$ cat config.mk
export PLATFORM = sky130hd
export DESIGN_NAME = serial_add_ctrl
export DESIGN_NICKNAME = d
export VERILOG_FILES = /design/src/rtl/serial_add_pkg.sv /design/src/rtl/serial_add_ctrl_fa.sv /design/src/rtl/serial_add_ctrl.sv
export SDC_FILE = /design/constraint.sdc
export NUM_CORES = 1
export LEC_CHECK = 0
export ABC_AREA = 0
export BUFFER_PORTS_ARGS = -buffer_cell sky130_fd_sc_hd__buf_4
export CORE_MARGIN = 2
export CORE_UTILIZATION = 42
export DETAILED_ROUTE_END_ITERATION = 6
export GPL_TIMING_DRIVEN = 1
export PLACE_DENSITY_LB_ADDON = 0.25
export SYNTH_ARGS = -nofsm -noshare
export SYNTH_HDL_FRONTEND = slang
export SYNTH_HIERARCHICAL = 1
export SYNTH_SLANG_ARGS = --single-unit
$ cat constraint.sdc
create_clock -name clk -period 2.37 [get_ports clk]
set_input_delay 0.237 -clock clk [delete_from_list [all_inputs] [get_ports clk]]
set_output_delay 0.237 -clock clk [all_outputs]
set_load 0.02 [all_outputs]
$ cat src/rtl/serial_add_pkg.sv
// Shared types and helpers for the bit-serial adder/subtractor controller.
package serial_add_pkg;

    typedef enum logic [1:0] {
        IDLE = 2'd0,
        RUN  = 2'd1,
        DONE = 2'd2
    } state_e;

    // Bit index counter width; never below 1 so the counter always exists.
    function automatic int unsigned cnt_w(input int unsigned width);
        return (width < 2) ? 1 : $clog2(width);
    endfunction

endpackage

$ cat src/rtl/serial_add_ctrl_fa.sv
// One-bit full adder used as the serial datapath slice.
module serial_add_ctrl_fa (
    input  logic a,
    input  logic b,
    input  logic x,
    output logic s_c,
    output logic c_c
);

    always_comb begin
        s_c = a ^ b ^ x;
        c_c = (a & b) | (a & x) | (b & x);
    end

endmodule

$ cat src/rtl/serial_add_ctrl.sv
// Bit-serial adder/subtractor: operands are shifted LSB-first through a single
// full adder, the carry is held in a flop, and the result returns on a handshake.
module serial_add_ctrl
    import serial_add_pkg::*;
#(
    parameter int unsigned WIDTH = 8
) (
    input  logic             clk,
    input  logic             rst_n,
    input  logic             in_valid,
    output logic             in_ready,
    input  logic [WIDTH-1:0] a,
    input  logic [WIDTH-1:0] b,
    input  logic             sub,
    input  logic             cin,
    output logic             out_valid,
    input  logic             out_ready,
    output logic [WIDTH-1:0] sum,
    output logic             cout,
    output logic             ovf,
    output logic             busy
);

    localparam int unsigned CW = cnt_w(WIDTH);
    localparam logic [CW-1:0] CNT_LAST = CW'(WIDTH - 1);

    state_e           state_q, state_d;
    logic [WIDTH-1:0] a_sh_q, a_sh_d;
    logic [WIDTH-1:0] b_sh_q, b_sh_d;
    logic [WIDTH-1:0] sum_q, sum_d;
    logic [CW-1:0]    count_q, count_d;
    logic             carry_q, carry_d;
    logic             cout_q, cout_d;
    logic             ovf_q, ovf_d;
    logic             in_ready_q, in_ready_d;
    logic             out_valid_q, out_valid_d;
    logic             busy_q, busy_d;
    logic             fa_s_c, fa_c_c;
    logic             last_c;

    serial_add_ctrl_fa u_fa (
        .a   (a_sh_q[0]),
        .b   (b_sh_q[0]),
        .x   (carry_q),
        .s_c (fa_s_c),
        .c_c (fa_c_c)
    );

    assign last_c = (count_q == CNT_LAST);

    // State and datapath registers
    always_ff @(posedge clk or negedge rst_n) begin
        if (!rst_n) begin
            state_q     <= IDLE;
            a_sh_q      <= '0;
            b_sh_q      <= '0;
            sum_q       <= '0;
            count_q     <= '0;
            carry_q     <= 1'b0;
            cout_q      <= 1'b0;
            ovf_q       <= 1'b0;
            in_ready_q  <= 1'b1;
            out_valid_q <= 1'b0;
            busy_q      <= 1'b0;
        end else begin
            state_q     <= state_d;
            a_sh_q      <= a_sh_d;
            b_sh_q      <= b_sh_d;
            sum_q       <= sum_d;
            count_q     <= count_d;
            carry_q     <= carry_d;
            cout_q      <= cout_d;
            ovf_q       <= ovf_d;
            in_ready_q  <= in_ready_d;
            out_valid_q <= out_valid_d;
            busy_q      <= busy_d;
        end
    end

    // Next-state logic
    always_comb begin
        state_d = state_q;
        case (state_q)
            IDLE:    if (in_valid)  state_d = RUN;
            RUN:     if (last_c)    state_d = DONE;
            DONE:    if (out_ready) state_d = IDLE;
            default: state_d = IDLE;
        endcase
    end

    // Datapath and registered handshake outputs
    always_comb begin
        a_sh_d      = a_sh_q;
        b_sh_d      = b_sh_q;
        sum_d       = sum_q;
        count_d     = count_q;
        carry_d     = carry_q;
        cout_d      = cout_q;
        ovf_d       = ovf_q;
        in_ready_d  = (state_d == IDLE);
        out_valid_d = (state_d == DONE);
        busy_d      = (state_d != IDLE);

        case (state_q)
            IDLE: begin
                if (in_valid) begin
                    a_sh_d  = a;
                    b_sh_d  = sub ? ~b : b;
                    carry_d = sub ? 1'b1 : cin;
                    count_d = '0;
                end
            end
            RUN: begin
                sum_d   = {fa_s_c, sum_q[WIDTH-1:1]};
                a_sh_d  = a_sh_q >> 1;
                b_sh_d  = b_sh_q >> 1;
                carry_d = fa_c_c;
                if (last_c) begin
                    cout_d = fa_c_c;
                    ovf_d  = carry_q ^ fa_c_c;
                end else begin
                    count_d = count_q + CW'(1);
                end
            end
            default: ;
        endcase
    end

    assign in_ready  = in_ready_q;
    assign out_valid = out_valid_q;
    assign sum       = sum_q;
    assign cout      = cout_q;
    assign ovf       = ovf_q;
    assign busy      = busy_q;

endmodule

== After elaboration in Yosys (flattened, before gate mapping) ==
Index checks and enable logic that the tools add are counted.
Cells by class
  multiplexer cells: 15
  bitwise operators: 9
  $add $sub $neg: 1
  reductions and logical operators: 7
  equality and inequality tests: 6
Operator list (number)
  one-hot mux 8 bit (2 select lines): 2
  2-to-1 mux 8 bit: 3
  inverter 8 bit: 1
  2-to-1 mux 2 bit: 3
  2-to-1 mux 3 bit: 2
  one-hot mux 2 bit (3 select lines): 1
  one-hot mux 3 bit (2 select lines): 1
  == test 2 bit, second input constant: 2
  zero test 2 bit: 2
  != test 2 bit, second input constant: 2
  AND reduction 2 bit: 2
  nonzero test 2 bit: 2
  adder 3 x 1 -> 3 bit, second input constant: 1
  bitwise AND 1 bit: 3
  == test 3 bit, second input constant: 1
  AND reduction 3 bit: 1
  XOR 1 bit: 3
  == test 2 x 1 -> 1 bit, second input constant: 1
  2-to-1 mux 1 bit: 2
  bitwise OR 1 bit: 2
  one-hot mux 1 bit (2 select lines): 1
Word-level totals
  word-level logic and storage cells: 49
  output and inout bits: 13
  input bits: 22
  register bits: 35

== Longest topological paths before layout ==
Gate-level depths: netlist of run 1.
  depth after elaboration: 4
  gate-level depth with buffers: 6
  gate-level depth less buffers: 5

== Cells and area by module ==
Netlist of run 1, hierarchy kept.
Modules (own cells, without submodules)
  serial_add_ctrl: sequential area each 877.1 µm², area each 1652.8 µm², times used 1, cells an instance 153
  serial_add_ctrl_fa: sequential area each 0.0 µm², area each 20.0 µm², times used 1, cells an instance 1

== Worst setup path after synthesis of run 1 ==
No wires, ideal clock.
  path type: register -> register
  start: reg a_sh_q[0]
  end: reg ovf_q (netlist: ovf)
  arrival: 1.264 ns
  required time: 2.245 ns
  clock period less this slack: 1.389 ns
  setup slack: 0.981 ns
  library setup time: 0.125 ns
  path buffers: 0
  stages on the path, launching flop included: 4
  path through: dfrtp_1 -> fa_1 -> xor2_1 -> mux2_4
On the way
  longest elaborated chain between the ends: 4
  elaborated cells on any way between the ends: 5
  those cells by class: bitwise (5)
RTL lines
  from (decl): RTL line serial_add_ctrl.sv:28  | logic [WIDTH-1:0] a_sh_q, a_sh_d;
  from (signal assigned): RTL line serial_add_ctrl.sv:67  | a_sh_q <= a_sh_d;
  bitwise AND 1 bit: RTL line serial_add_ctrl_fa.sv:12  | c_c = (a & b) | (a & x) | (b & x);
  bitwise OR 1 bit (*) (2 in series): RTL line serial_add_ctrl_fa.sv:12
  via fa_c_c: RTL line serial_add_ctrl.sv:38  | logic fa_s_c, fa_c_c;
  XOR 1 bit (*): RTL line serial_add_ctrl.sv:120  | ovf_d = carry_q ^ fa_c_c;
  to (signal assigned): RTL line serial_add_ctrl.sv:73  | ovf_q <= ovf_d;
  to (decl): RTL line serial_add_ctrl.sv:34  | logic ovf_q, ovf_d;
Mark *: on every way through the listed nets, which the timed path passes. The rest lies on a longest branch.
A chain may end at the register's enable or synchronous reset.

== Worst setup path after layout of run 1 ==
  start: reg state_q[0]
  end: reg b_sh_q[6]
On the way
  longest elaborated chain between the ends: 3
  elaborated cells on any way between the ends: 6
  those cells by class: eq/ne (2); mux (1); reduce/logical (3)
RTL lines
  from (decl): RTL line serial_add_ctrl.sv:27  | state_e state_q, state_d;
  from (signal assigned): RTL line serial_add_ctrl.sv:66  | state_q <= state_d;
  == test 2 x 1 -> 1 bit or zero test 2 bit (tied branches): RTL line serial_add_ctrl.sv:104  | case (state_q)
  nonzero test 2 bit (no line) or != test 2 bit (tied branches)
  AND reduction 2 bit (no line)
  to (signal assigned): RTL line serial_add_ctrl.sv:68  | b_sh_q <= b_sh_d;
  to (decl): RTL line serial_add_ctrl.sv:29  | logic [WIDTH-1:0] b_sh_q, b_sh_d;
Several ways; a longest one is shown, not always the timed one.

==> run_results.csv, run 1 <==
group,metric,value,unit
run_status,status,"complete, no violations",
placement,place_congestion,0.7216,
final_layout,antennaDiodeCount,0,
final_layout,fin_cells,236,
grt,grt_max_degree,37,
setup_path,path_max_fanout,16,
synth,syn_area,1673,um^2
flow_run,maxCapViolCount,0,
final_layout,nNetsFinal,213,
timing,slew_viol_final,0,
timing,slew-limit-headroom,52.56,%
clock_network,clockRootBuffer,"clkbuf_8",
floorplan,rows,22,
clock_network,clock_path_buffers,2,
setup_path,crit_chain,"nand2b_1 > mux2i_1 > o21ai_0",
timing,period_share,65.38,%
setup_path,crit_family,"simple AND/OR/NAND/NOR gates",
synth,ys_types,31,
power_and_ir_drop,p_leak,1.018,nW
grt,grt_pass1_vias,1137,
synth,syn-num-nets,179,
detailed_routing,drtAntennaViolNets,0,
synth,netlist_instances,154,
detailed_routing,first_pass_iters,4,
floorplan,die_h,67.11,um
floorplan,die_x,67.11,um
final_layout,final_common_cell,"nand2_1",
final_layout,area_delta_synth_final,20.72,%
power_and_ir_drop,power_density,1295,nW/um^2
timing,finalSetupViolations,0,
placement,place_inst,228,
floorplan,start_util,44.69,%
detailed_routing,drt-initial-drc-count,27,
grt,grt.overflow.total,0,
timing,worstMarginPinSlew,0.7116,ns
timing,finalHoldViolCount,0,
clock_network,numCtsBuffers,5,
grt,antenna_found_initial,0,
timing,skew,0.002656,ns
synth,yosys_warnings,6,
clock_network,cts_resized,0,
setup_path,cp.required,2.51,ns
synth,ys_seq_area_share,52.43,%
synth,avgSynthCellArea,10.86,um^2
timing,rsz0062_at_grt,"no",
setup_path,cpMaxStageDelayCell,"nand2b_1",
timing,whs,0.2471,ns
clock_network,tritoncts,"built",
detailed_routing,post_drt_wl_per_cell,11.89,um
placement,dpl.hpwl,2.067,mm
clock_network,clock_sinks,35,
placement,port_buffers,34,
detailed_routing,wl,2.806,mm
final_layout,final_cell_mix,"nand2_1, buf_4, dfrtp_1",
timing,clock.fmax,645.3,MHz
setup_path,end_kind,"register",
floorplan,die_area,4504,um^2
final_layout,drive_gt1_share,26.60,%
clock_network,path_clk_slew,0.07,ns
setup_path,crit_type,"reg2reg",
setup_path,slowest_delay,0.57,ns
grt,grt_first_pass_wirelength,4.961,mm
clock_network,clk_latency,0.27,ns
setup_path,r2r_setup_slack,0.82,ns
setup_path,critPathArrivalTime,1.69,ns
floorplan,io_pins,35,
detailed_routing,drc_errors,0,
grt,grt_usage,14.76,%
timing,min_period,1.550,ns
timing,timing.setup.tns,0,ns
clock_network,h-tree-depth,2,
min_path,holdCritPathClass,"in2reg",
detailed_routing,route.detailed.vias_per_inst,4.907,
synth,ys_ff_latch,35,
power_and_ir_drop,ir_worst_vdd,0.0007558,V
setup_path,path_buf_inv,0,
floorplan,core,3744,um^2
setup_path,cp-start-kind,"register",
detailed_routing,vias,1158,
layer usage:
metal	routed length, um	GRT usage (%)
met5	0	0
met4	14	4.592
met3	165	5.236
met2	1413	24.88
met1	1212	17.60
stage by stage:
stage / instance area, um^2 / util, % / power (W) / setup slack, ns
2_1_floorplan: 1673 / - / 0.001912 / 0.9809
3_3_place_gp: 1907 / 50.94 / 0.002093 / 0.8649
3_5_place_dp: 1907 / 50.94 / 0.002151 / 0.8020
4_1_cts: 2019 / 53.94 / 0.002664 / 0.7850
5_1_grt: 2019 / 53.94 / 0.002843 / 0.6922
6_report: 2019 / 53.94 / 0.002616 / 0.8204
flip-flops by register name, indices dropped and copies added (netlist names):
register,cells
a_sh_q,8
b_sh_q,8
sum,8
count_q,3
state_q,2
busy,1
carry_q,1
cout,1
in_ready,1
out_valid,1
ovf,1
timing repair:
item	4_1_cts	5_1_grt
setup buffers	0	0
hold endpoints to repair	34	0
hold buffers	1	0
logic make-up after synthesis:
| kind of cell | Yosys count | synth area share (%) |
|---|---|---|
| xor+xnor | 9 | 4.712 |
| flops | 35 | 52.43 |
| compound gates | 26 | 9.798 |
| simple gates | 54 | 13.99 |
| buf+inv | 10 | 5.534 |
| fa+ha+maj | 3 | 2.692 |
| mux | 17 | 10.84 |
power by group:
group / total (W) / switching [W] / internal (W)
Combinational: 0.00108 / 0.000563 / 0.000514
Sequential: 0.00104 / 0.000172 / 0.000864
Clock: 0.000503 / 0.000195 / 0.000308
Total: 0.00262 / 0.000930 / 0.00169
cells in the mapped netlist (all sizes together):
cell	n	area share, %
a21oi	1	0.30
a22o	5	2.6
a31oi	1	0.37
and2	1	0.37
and2b	1	0.60
buf	8	5.1
clkbuf	1	0.22
dfrtp	34	51
dfstp	1	1.6
fa	1	1.2
ha	2	1.5
inv	1	0.22
mux2	3	2.5
mux2i	14	8.4
nand2	44	10
nand2b	1	0.37
nand3	1	0.30
nor2	3	0.67
nor2b	1	0.37
nor3	1	0.60
o21ai	17	5.1
o21bai	1	0.67
o31ai	1	0.75
or3	1	0.37
xor2	9	4.7
final cells by class:
| type | instances | area (um^2) |
|---|---|---|
| inverter | 1 | 3.754 |
| fill | 347 | 1724 |
| clock buffer | 6 | 72.57 |
| timing repair buffer | 36 | 272.8 |
| clock inverter | 1 | 30.03 |
| multi-input combinational | 109 | 703.2 |
| sequential | 35 | 877.1 |
| tap | 48 | 60.06 |
worst register-to-register path, stage by stage, from the launching register on:
cell	delay (ns)
dfrtp_1	0.49
nand2b_1	0.57
mux2i_1	0.26
o21ai_0	0.10
final timing paths:
check / from / to / depth (start not counted)
worst max-delay path: state_q[0] / b_sh_q[6] / 3
worst min-delay path: a[6] / a_sh_q[6] / 3
worst max register to register: state_q[0] / b_sh_q[6] / 3
worst min register to register: b_sh_q[2] / b_sh_q[2] / 2
max in group asynchronous: rst_n / in_ready / 2
min in group asynchronous: rst_n / ovf / 2
(Power assumes the default switching activity.)
==> inputs of run 2 (changes only) <==
Clock period 2.37 ns to 1.6 ns, I/O delays scaled along.
==> run 2 against run 1 <==
Against the previous run:
- non-clock buffer count increased by 4
- clock-buffer cell count increased by 1
- first-iteration DRC count increased by 93%
- sequential power increased by 47%
- register-to-register slack got worse by 0.69 ns
- setup slack got worse by 0.69 ns
- critical path type unchanged
- largest power group unchanged
- highest routed layer unchanged
==> run_results.csv, run 2 (synthesis gave the netlist of run 1 again) <==
group,metric,value,unit
run_status,status,"complete, no violations",
floorplan,core,3744,um^2
clock_network,post_cts_buffers,0,
flow_run,maxCapViolCount,0,
detailed_routing,drt-initial-drc-count,52,
setup_path,path_buf_inv,0,
power_and_ir_drop,power_density,1875,nW/um^2
setup_path,critPathArrivalTime,1.64,ns
clock_network,tritoncts,"built",
grt,grt_first_pass_wirelength,5.368,mm
placement,place_area,1937,um^2
clock_network,clock_sinks,35,
clock_network,h-tree-depth,2,
final_layout,nNetsFinal,217,
clock_network,clk_latency,0.28,ns
clock_network,clock_path_buffers,2,
timing,slew-limit-headroom,66.68,%
timing,finalHoldViolCount,0,
placement,dpl.hpwl,2.163,mm
detailed_routing,drc_errors,0,
timing,period_share,91.75,%
min_path,holdCritPathClass,"in2reg",
floorplan,die_x,67.11,um
detailed_routing,route.detailed.vias_per_inst,4.905,
detailed_routing,drtAntennaViolNets,0,
grt,grt_pass1_vias,1234,
timing,whs,0.1557,ns
setup_path,r2r_setup_slack,0.13,ns
floorplan,io_pins,35,
final_layout,drive_gt1_share,28.50,%
timing,rsz0062_at_grt,"no",
timing,clock.fmax,681.2,MHz
final_layout,final_cell_mix,"nand2_1, buf_4, dfrtp_1",
placement,place_congestion,0.6990,
clock_network,clockRootBuffer,"clkbuf_8",
detailed_routing,vias,1182,
floorplan,die_area,4504,um^2
setup_path,cp-start-kind,"register",
floorplan,rows,22,
setup_path,crit_chain,"ha_1 > ha_2 > nor2_1 > mux2_2 > a22o_1",
power_and_ir_drop,ir_worst_vdd,0.0008035,V
setup_path,cpMaxStageDelayCell,"dfrtp_1",
grt,grt_usage,15.90,%
timing,skew,0.003110,ns
timing,worstMarginPinSlew,0.4998,ns
timing,finalSetupViolations,0,
timing,timing.setup.tns,0,ns
setup_path,crit_type,"reg2reg",
setup_path,crit_family,"adder cells",
floorplan,start_util,44.69,%
setup_path,slowest_delay,0.38,ns
timing,min_period,1.468,ns
power_and_ir_drop,p_leak,1.026,nW
clock_network,numCtsBuffers,5,
grt,grt_max_degree,36,
final_layout,final_common_cell,"nand2_1",
clock_network,path_clk_slew,0.07,ns
final_layout,final_cell_area,2031,um^2
detailed_routing,first_pass_iters,5,
grt,grt.overflow.total,0,
setup_path,cp.required,1.77,ns
final_layout,antennaDiodeCount,0,
final_layout,fill_cells,370,
final_layout,fin_cells,241,
grt,antenna_found_initial,0,
final_layout,area_delta_synth_final,21.39,%
setup_path,path_max_fanout,6,
placement,place_inst,232,
detailed_routing,wl,2.958,mm
placement,port_buffers,34,
detailed_routing,post_drt_wl_per_cell,12.27,um
setup_path,end_kind,"register",
timing,slew_viol_final,0,
power_and_ir_drop,power.total,0.003807,W
floorplan,die_h,67.11,um
-- run 2: repair_timing --
action	4_1_cts	5_1_grt
resized for setup	0	1
endpoints found under the hold margin	34	0
setup endpoints to repair	0	1
hold buffers	1	0
-- run 2: metrics by stage --
step	util [%]	setup slack (ns)
finish	54.24	0.1319
global route	54.24	0.01954
CTS	54.18	0.05843
detailed placement	51.74	0.07089
global placement	51.74	0.1883
floorplan	-	0.2109
-- run 2: routing by layer --
| layer | part of all wire (%) | track usage [%] |
|---|---|---|
| met5 | 0 | 0 |
| met4 | 1.6 | 5.357 |
| met3 | 5.7 | 5.574 |
| met2 | 49 | 27.23 |
| met1 | 44 | 18.45 |
-- run 2: worst reg2reg max path: cells and delay by family (launching register included) --
family	cells	cell delay, ns
DFF	1	0.38
muxes	1	0.27
adders and majority gates	2	0.43
AOI/OAI and AO/OA	1	0.18
and+or+nand+nor	1	0.10
-- run 2: cell type report --
| type | count | area, um^2 | area share, % |
|---|---|---|---|
| sequential | 35 | 877.1 | 43.19 |
| multi-input combinational | 109 | 705.7 | 34.75 |
| timing repair buffer | 40 | 302.8 | 14.91 |
| clock buffer | 7 | 76.32 | 3.758 |
| tap | 48 | 60.06 | 2.957 |
| clock inverter | 1 | 5.005 | 0.2465 |
| inverter | 1 | 3.754 | 0.1848 |
-- run 2: worst paths after layout --
kind	from	to	depth (start not counted)
worst max register to register	count_q[0]	count_q[0]	5
worst max-delay path	count_q[0]	count_q[0]	5
worst min register to register	sum[0]	sum[0]	2
max in group asynchronous	rst_n	in_ready	2
min in group asynchronous	rst_n	a_sh_q[1]	2
worst min-delay path	a[6]	a_sh_q[6]	3
-- run 2: power breakdown --
group	switching, W	internal [W]	total [W]	leakage (nW)
registers	0.000247	0.00128	0.00153	0.436
logic	0.000861	0.000813	0.00167	0.547
clock network	0.000300	0.000305	0.000606	0.0422
total	0.00141	0.00240	0.00381	1.03
==> inputs of run 3 (changes only) <==
Settings changed: CTS_BUF_LIST from default to sky130_fd_sc_hd__clkbuf_8.
==> run 3 against run 2 <==
Against the previous run:
- via count is the same
- non-clock buffer count unchanged
- register-to-register slack is essentially flat
- highest routed layer unchanged
- sequential power barely moved
==> run_results.csv, run 3 (synthesis gave the netlist of run 1 again) <==
group,metric,value,unit
run_status,status,"complete, no violations",
clock_network,clockRootBuffer,"clkbuf_8",
final_layout,area_delta_synth_final,21.39,%
final_layout,final_cell_mix,"nand2_1, buf_4, dfrtp_1",
power_and_ir_drop,power_density,1869,nW/um^2
detailed_routing,wl,2.958,mm
final_layout,multi_input_comb_area,705.7,um^2
setup_path,path_max_fanout,6,
detailed_routing,first_pass_iters,5,
grt,grt.overflow.total,0,
clock_network,post_cts_buffers,0,
clock_network,h-tree-depth,2,
power_and_ir_drop,ir_worst_vdd,0.0008034,V
setup_path,crit_type,"reg2reg",
setup_path,critPathArrivalTime,1.64,ns
setup_path,cp-start-kind,"register",
timing,slew-limit-headroom,66.68,%
clock_network,clk_latency,0.28,ns
setup_path,setup.worst_path.start,"count_q[0]",
min_path,holdCritPathClass,"in2reg",
detailed_routing,drc_errors,0,
timing,clock.fmax,681.2,MHz
setup_path,cpMaxStageDelayCell,"dfrtp_1",
setup_path,cp.required,1.77,ns
floorplan,start_util,44.69,%
power_and_ir_drop,p_leak,1.034,nW
clock_network,clock_path_buffers,2,
setup_path,crit_chain,"ha_1 > ha_2 > nor2_1 > mux2_2 > a22o_1",
grt,grt_usage,15.90,%
power_and_ir_drop,power.total,0.003795,W
timing,rsz0062_at_grt,"no",
setup_path,r2r-start,"count_q[0]",
detailed_routing,vias,1182,
final_layout,antennaDiodeCount,0,
detailed_routing,drt-initial-drc-count,53,
grt,grt_pass1_vias,1234,
floorplan,core,3744,um^2
timing,whs,0.1556,ns
clock_network,path_clk_slew,0.07,ns
final_layout,nNetsFinal,217,
timing,skew,0.003194,ns
placement,dpl.hpwl,2.163,mm
floorplan,die_x,67.11,um
setup_path,end_kind,"register",
final_layout,layout.area.seq,877.1,um^2
clock_network,clock_sinks,35,
grt,grt_first_pass_wirelength,5.368,mm
detailed_routing,route.detailed.vias_per_inst,4.905,
clock_network,tritoncts,"built",
floorplan,die_h,67.11,um
setup_path,path_buf_inv,0,
placement,place_congestion,0.6990,
final_layout,final_common_cell,"nand2_1",
floorplan,die_area,4504,um^2
setup_path,slowest_delay,0.38,ns
placement,port_buffers,34,
timing,period_share,91.75,%
clock_network,numCtsBuffers,5,
grt,antenna_found_initial,0,
setup_path,crit_family,"adder cells",
min_path,hp-start,"a[6]",
detailed_routing,post_drt_wl_per_cell,12.27,um
timing,timing.setup.tns,0,ns
floorplan,io_pins,35,
timing,slew_viol_final,0,
flow_run,maxCapViolCount,0,
timing,finalHoldViolCount,0,
detailed_routing,drtAntennaViolNets,0,
timing,worstMarginPinSlew,0.4998,ns
timing,min_period,1.468,ns
grt,grt_max_degree,36,
floorplan,rows,22,
final_layout,fill_cells,370,
final_layout,drive_gt1_share,28.50,%
timing,finalSetupViolations,0,
run 3: changes by cell type in the layout (fill, tap and decap cells not counted):
cell,before,now
clkbuf_1,2,0
inv_1,1,3
run 3: final timing paths:
check / to / slack, ns / depth (start not counted)
worst max-delay path: count_q[0] / 0.13 / 5
worst min-delay path: a_sh_q[6] / 0.16 / 3
worst max register to register: count_q[0] / 0.13 / 5
worst min register to register: sum[0] / 0.47 / 2
max in group asynchronous: in_ready / 0.90 / 2
min in group asynchronous: a_sh_q[1] / 0.36 / 2
run 3: power breakdown:
part	switching (W)	internal (W)	total, W	leakage, nW
logic	0.000861	0.000813	0.00167	0.547
registers	0.000247	0.00128	0.00153	0.436
clock network	0.000301	0.000292	0.000594	0.0505
total	0.00141	0.00239	0.00380	1.03
run 3: routing by layer:
layer  up-vias  track usage [%]  part of all wire, %
li1        584                -                    -
met1       565            18.45                   44
met2        26            27.23                   49
met3         7            5.574                  5.7
met4         0            5.357                  1.6
met5         -                0                    0
run 3: what timing repair did:
item,in CTS,in global routing
hold buffers,1,0
setup endpoints to repair,0,1
gates resized for setup,0,1
hold endpoints to repair,34,0
run 3: worst register-to-register path, stage by stage (launching register included):
cell	delay [ns]
dfrtp_1	0.38
ha_1	0.17
ha_2	0.26
nor2_1	0.10
mux2_2	0.27
a22o_1	0.18
run 3: cell type report:
cell class | count | share of cell area [%]
Clock buffer | 5 | 3.389
Inverter | 1 | 0.1848
Tap cell | 48 | 2.957
Timing Repair Buffer | 40 | 14.91
Sequential cell | 35 | 43.19
Clock inverter | 3 | 0.6161
Multi-Input combinational cell | 109 | 34.75
run 3: metrics by stage:
step / util, % / std cells / area [um^2] / worst slack, ns
4_1_cts: 54.18 / 241 / 2028 / 0.05841
6_report: 54.24 / 241 / 2031 / 0.1319
5_1_grt: 54.24 / 241 / 2031 / 0.01951
3_5_place_dp: 51.74 / 232 / 1937 / 0.07089
2_1_floorplan: - / 154 / 1673 / 0.2109
3_3_place_gp: 51.74 / 232 / 1937 / 0.1883
